`src/rtl/ines_loader.sv`:
```
// iNES stream loader: parses the 16-byte header and writes PRG/CHR payload to game memory.
// Optional running payload checksum output is enabled by defining LOADER_CHECKSUM_EN.
module ines_loader #(
    parameter logic [21:0] CHR_BASE      = 22'h200000,
    parameter int unsigned MAX_PRG_BANKS = 128
) (
    input  logic        clk,
    input  logic        reset,
    input  logic [7:0]  indata,
    input  logic        indata_clk,
    output logic [21:0] mem_addr,
    output logic [7:0]  mem_data,
    output logic        mem_write,
    output logic [31:0] mapper_flags,
    output logic        done,
    output logic        error
`ifdef LOADER_CHECKSUM_EN
    ,
    output logic [15:0] checksum
`endif
);

    typedef enum logic [2:0] {HEADER, TRAINER, PRG, CHR, DONE, ERROR} state_t;

    state_t      state, state_next;
    logic [21:0] count;
    logic        count_clear;
    logic [7:0]  prg_banks;
    logic [7:0]  chr_banks;
    logic [7:0]  flags6;
    logic [3:0]  flags7_hi;
    logic [7:0]  magic;
    logic [21:0] prg_last;
    logic [21:0] chr_last;
    logic        payload;

    assign prg_last = {prg_banks, 14'd0} - 22'd1;
    assign chr_last = {1'b0, chr_banks, 13'd0} - 22'd1;
    assign payload  = indata_clk && (state == PRG || state == CHR);

    always_comb begin
        magic = 8'h4E;
        case (count[1:0])
            2'd0:    magic = 8'h4E;
            2'd1:    magic = 8'h45;
            2'd2:    magic = 8'h53;
            default: magic = 8'h1A;
        endcase
    end

    always_comb begin
        state_next  = state;
        count_clear = 1'b0;
        if (indata_clk) begin
            case (state)
                HEADER: begin
                    if (count < 22'd4 && indata != magic) begin
                        state_next = ERROR;
                    end else if (count == 22'd15) begin
                        count_clear = 1'b1;
                        if (prg_banks == 8'd0 || 32'(prg_banks) > MAX_PRG_BANKS)
                            state_next = ERROR;
                        else if (flags6[2])
                            state_next = TRAINER;
                        else
                            state_next = PRG;
                    end
                end
                TRAINER: begin
                    if (count == 22'd511) begin
                        count_clear = 1'b1;
                        state_next  = PRG;
                    end
                end
                PRG: begin
                    if (count == prg_last) begin
                        count_clear = 1'b1;
                        state_next  = (chr_banks != 8'd0) ? CHR : DONE;
                    end
                end
                CHR: begin
                    if (count == chr_last) begin
                        count_clear = 1'b1;
                        state_next  = DONE;
                    end
                end
                default: ;
            endcase
        end
    end

    always_ff @(posedge clk or posedge reset) begin
        if (reset) state <= HEADER;
        else       state <= state_next;
    end

    always_ff @(posedge clk or posedge reset) begin
        if (reset) begin
            count        <= '0;
            mem_write    <= 1'b0;
            mem_addr     <= '0;
            mem_data     <= '0;
            mapper_flags <= '0;
            done         <= 1'b0;
            error        <= 1'b0;
            prg_banks    <= '0;
            chr_banks    <= '0;
            flags6       <= '0;
            flags7_hi    <= '0;
        end else begin
            mem_write <= payload;
            if (payload) begin
                mem_addr <= (state == CHR) ? CHR_BASE + count : count;
                mem_data <= indata;
            end
            if (indata_clk && state != DONE && state != ERROR)
                count <= count_clear ? '0 : count + 22'd1;
            if (indata_clk && state == HEADER) begin
                case (count[3:0])
                    4'd4:    prg_banks <= indata;
                    4'd5:    chr_banks <= indata;
                    4'd6:    flags6    <= indata;
                    4'd7:    flags7_hi <= indata[7:4];
                    default: ;
                endcase
            end
            // Header bytes 4..7 are already latched when byte 15 arrives.
            if (indata_clk && state == HEADER && count == 22'd15 && state_next != ERROR)
                mapper_flags <= {4'd0, chr_banks, prg_banks, chr_banks == 8'd0,
                                 flags6[1], flags6[3], flags6[0], flags7_hi, flags6[7:4]};
            done  <= (state_next == DONE);
            error <= (state_next == ERROR);
        end
    end

`ifdef LOADER_CHECKSUM_EN
    always_ff @(posedge clk or posedge reset) begin
        if (reset)        checksum <= '0;
        else if (payload) checksum <= checksum + {8'd0, indata};
    end
`endif

endmodule

```
`config.mk`:
```
export PLATFORM = sky130hd
export DESIGN_NAME = ines_loader
export DESIGN_NICKNAME = d
export VERILOG_FILES = /design/src/rtl/ines_loader.sv
export SDC_FILE = /design/constraint.sdc
export NUM_CORES = 1
export LEC_CHECK = 0
export ABC_CLOCK_PERIOD_IN_PS = 5400
export BUFFER_PORTS_ARGS = -buffer_cell sky130_fd_sc_hd__buf_2
export CORE_MARGIN = 4
export CORE_UTILIZATION = 60
export CTS_BUF_LIST = sky130_fd_sc_hd__clkbuf_2
export DETAILED_ROUTE_END_ITERATION = 12
export PLACE_DENSITY = 0.8
export SLEW_MARGIN = 20
export SYNTH_ARGS = -nofsm -noshare
export SYNTH_HDL_FRONTEND = slang
export SYNTH_SLANG_ARGS = --single-unit
export TNS_END_PERCENT = 5
```
`constraint.sdc`:
```
create_clock -name clk -period 5.4 [get_ports clk]
set_clock_uncertainty 0.1 [all_clocks]
set_input_delay 1.08 -clock clk [delete_from_list [all_inputs] [get_ports clk]]
set_output_delay 1.08 -clock clk [all_outputs]
set_load 0.01 [all_outputs]
```
==> results.json <==
{
  "status": "complete, no violations",
  "firstDrtPassIters": 4,
  "antenna_found_initial": 0,
  "worstPathRequired_ns": 5.85,
  "dpl.hpwl_mm": 8.35,
  "crit_chain": "inv_1, ha_1, nand2b_1, or3_4, a221o_1, nor4_2, o21ai_1, nand4b_4, a41oi_4, buf_4, mux2_2",
  "fin_cells": 649,
  "final-seq-area_sq_um": 2850,
  "multi_input_area_sq_um": 2500,
  "fill_cells": 665,
  "synth-edff-count": 0,
  "synth_cell_types": 53,
  "min-delay-start": "mem_addr[0]$_DFFE_PP0P_",
  "vias": 3762,
  "p_per_area_nw_per_um2": 424,
  "io_pins": 76,
  "via_per_inst": 5.80,
  "whs_path_depth": 2,
  "cp.arrival_ns": 4.10,
  "clockBufferDepth": 2,
  "grt_max_degree": 79,
  "clkSlewWorstSetupHoldPaths_ns": 0.17,
  "synthXorXnorAreaFrac_pct": 6.81,
  "holdWs_ns": 0.409,
  "cp-start-kind": "flop",
  "synthTopCellsByArea": "dfrtp_1 (52%), mux2_2 (13%), mux2_4 (5.4%)",
  "cp_num_buf_inv": 2,
  "setup.worst_path.class": "flop to flop",
  "slew_headroom_pct": 39.2,
  "cts_tree": "yes",
  "gp_congestion": 0.861,
  "cap_violations": 0,
  "r2r-start": "chr_banks[0]$_DFFE_PP0P_",
  "rows": 34,
  "core_area_sq_um": 8850,
  "stdcell_area_sq_um": 6160,
  "synth_async_sr_flop_share_pct": 100,
  "yosys.area_share.simple_pct": 12.1,
  "end_kind": "flop",
  "antenna_left": 0,
  "grt_usage_pct": 22.4,
  "synth-seq-cells": 114,
  "synth_fa_ha_area_share_pct": 1.58,
  "htree_levels": 4,
  "cts_setup_buffers": 0,
  "placed_cell_area_sq_um": 5930,
  "fin_nets": 547,
  "cts_sinks": 114,
  "slew_viol_final": 0,
  "yosysTopAreaCell": "dfrtp_1",
  "drt_wl_total_mm": 11.4,
  "port_buffers": 71,
  "synth.cell_area_sq_um": 5530,
  "worstHoldPathType": "flop to flop",
  "synth_mux_area_share_pct": 18.0,
  "p_leak_nw": 3.12,
  "place_ws_ns": 1.79,
  "cts_hold_buf": 0,
  "die-area_sq_um": 10800,
  "rsz0062_at_grt": "false",
  "ctsRootBufferMaster": "clkbuf_2",
  "worst_slew_pin_slew_ns": 0.911,
  "cts_buffers": 17,
  "worstSkewPairLatency_ns": 0.66,
  "finalCritPeriodShare_pct": 67.5,
  "cpPeakStageDelay_ns": 0.48,
  "min_period_ns": 3.64,
  "yosysSeqAreaShare_pct": 51.6,
  "grt_pass1_wl_mm": 19.4,
  "critPathLaunch": "chr_banks[0]$_DFFE_PP0P_",
  "start_util_pct": 62.5,
  "synth_flop_cell": "dfrtp_1",
  "fp.dieH_um": 104,
  "gr-total-overflow": 0,
  "synth_compound_area_share_pct": 6.33,
  "yosysTopAreaCellShare_pct": 51.6,
  "synthCells": 461,
  "yosys_warnings": 0,
  "cts-resized-gates": 0,
  "drive_above_1_share_pct": 36.2,
  "fmax_mhz": 274,
  "fp.dieW_um": 104,
  "cpMaxStageDelayCell": "dfrtp_1",
  "drt_iter0_drc": 247,
  "routedWlPerCell_um": 17.6,
  "tns_ns": 0,
  "reg2regPathDepth": 11,
  "crit_fanout": 28,
  "layout_setup_ws_ns": 1.76,
  "syn-mean-instance-area_sq_um": 12.0,
  "diodes": 0,
  "setup_viol": 0,
  "drc": 0,
  "dp.cells": 618,
  "area_delta_synth_final_pct": 11.3,
  "hold_viol": 0,
  "synth.most_common_cell": "dfrtp_1",
  "peakVddDrop_mv": 0.256,
  "synthTopCellsByCount": "dfrtp_1 (114), mux2_2 (62), nor2_1 (33), nand2_1 (25), xnor2_1 (24)",
  "grt_pass1_vias": 3811,
  "crit_cells": 11,
  "crit_family": "simple AND/OR/NAND/NOR gates",
  "synth_top_family_by_area": "multiplexers"
}
[cells in the final DEF (no fill, tap or decap), types with 2 or more instances in the layout]
| cell type | instances |
|---|---|
| and2_1 | 2 |
| a21oi_1 | 5 |
| nand2_1 | 25 |
| xor2_1 | 19 |
| mux2_4 | 20 |
| or4_1 | 2 |
| clkinv_2 | 3 |
| inv_1 | 14 |
| ha_1 | 7 |
| clkinv_4 | 3 |
| mux2_2 | 62 |
| nor2b_1 | 2 |
| nand3_1 | 14 |
| or3_1 | 3 |
| or2_2 | 2 |
| o31ai_1 | 4 |
| xnor2_1 | 24 |
| conb_1 | 4 |
| buf_2 | 71 |
| o2111ai_1 | 2 |
| and4_1 | 4 |
| nand4_1 | 5 |
| and3_1 | 11 |
| o21a_1 | 2 |
| o21ai_0 | 8 |
| nor2_1 | 33 |
| bufinv_16 | 2 |
| o211ai_1 | 2 |
| nor4_1 | 7 |
| o21bai_1 | 2 |
| dfrtp_1 | 114 |
| clkbuf_2 | 17 |
| a31oi_1 | 4 |
| a41oi_1 | 2 |
| buf_4 | 4 |
| clkinvlp_4 | 5 |
| a21boi_0 | 2 |
| nor3_1 | 7 |
| nor3b_1 | 2 |
[registers in the layout, summed over array words and instances, names as in the netlist]
name / flops
mem_data: 8
flags7_hi: 4
state: 3
flags6: 8
mem_addr: 22
mem_write: 1
done: 1
mapper_flags: 28
count: 22
error: 1
chr_banks: 8
prg_banks: 8
[cell families (layout without fill, tap and decap cells)]
kind of cell / Yosys count / count (layout)
muxes: 82 / 82
DFF: 114 / 114
xor gates and xnor gates: 43 / 43
and+or+nand+nor: 126 / 126
adders and majority gates: 7 / 7
other: 1 / 4
buffers and inverters: 44 / 121
AOI/OAI and AO/OA: 44 / 44
[worst reg2reg max path, cell delays in order, from the launching register on]
cell      delay [ns]
dfrtp_1         0.48
inv_1           0.09
ha_1            0.30
nand2b_1        0.10
or3_4           0.40
a221o_1         0.31
nor4_2          0.33
o21ai_1         0.18
nand4b_4        0.26
a41oi_4         0.18
buf_4           0.43
mux2_2          0.41
[report_power, final]
group | leakage (nW) | internal (W) | switching (W)
clock | 0.125 | 0.000206 | 0.000330
combinational | 1.47 | 0.000420 | 0.000439
sequential | 1.53 | 0.00102 | 0.000191
total | 3.12 | 0.00165 | 0.000960
[routing by layer]
layer / up-vias / GRT usage, % / share of wire (%) / wire, um
li1: 1767 / - / - / -
met4: 0 / 8.74 / 2.0 / 233
met5: - / 0 / 0 / 0
met2: 107 / 35.3 / 48 / 5450
met3: 23 / 5.96 / 5.2 / 590
met1: 1865 / 29.8 / 45 / 5140
[per-stage QoR]
step / utilization, % / total power (W)
after floorplan: - / 0.00184
after global placement: 67.0 / 0.00204
after detailed placement: 67.0 / 0.00209
after CTS: 69.6 / 0.00262
after global routing: 69.6 / 0.00278
final: 69.6 / 0.00261
[cell type report]
| class | count | share of cell area [%] |
|---|---|---|
| timing repair buffer | 75 | 6.26 |
| clock inverter | 14 | 2.32 |
| tap | 108 | 2.20 |
| clock buffer | 17 | 1.38 |
| multi-input combinational | 306 | 40.5 |
| inverter | 15 | 0.955 |
| sequential | 114 | 46.3 |
[worst paths after layout]
path                       slack, ns                      endpoint
setup / recovery                1.76  mapper_flags[22]$_DFFE_PP0P_
hold / removal                  0.41       mem_addr[0]$_DFFE_PP0P_
setup reg to reg                1.76  mapper_flags[22]$_DFFE_PP0P_
max in group asynchronous       3.70      mem_addr[20]$_DFFE_PP0P_
min in group asynchronous       0.50           mem_write$_DFF_PP0_
hold reg to reg                 0.41       mem_addr[0]$_DFFE_PP0P_
(Power assumes the default switching activity.)
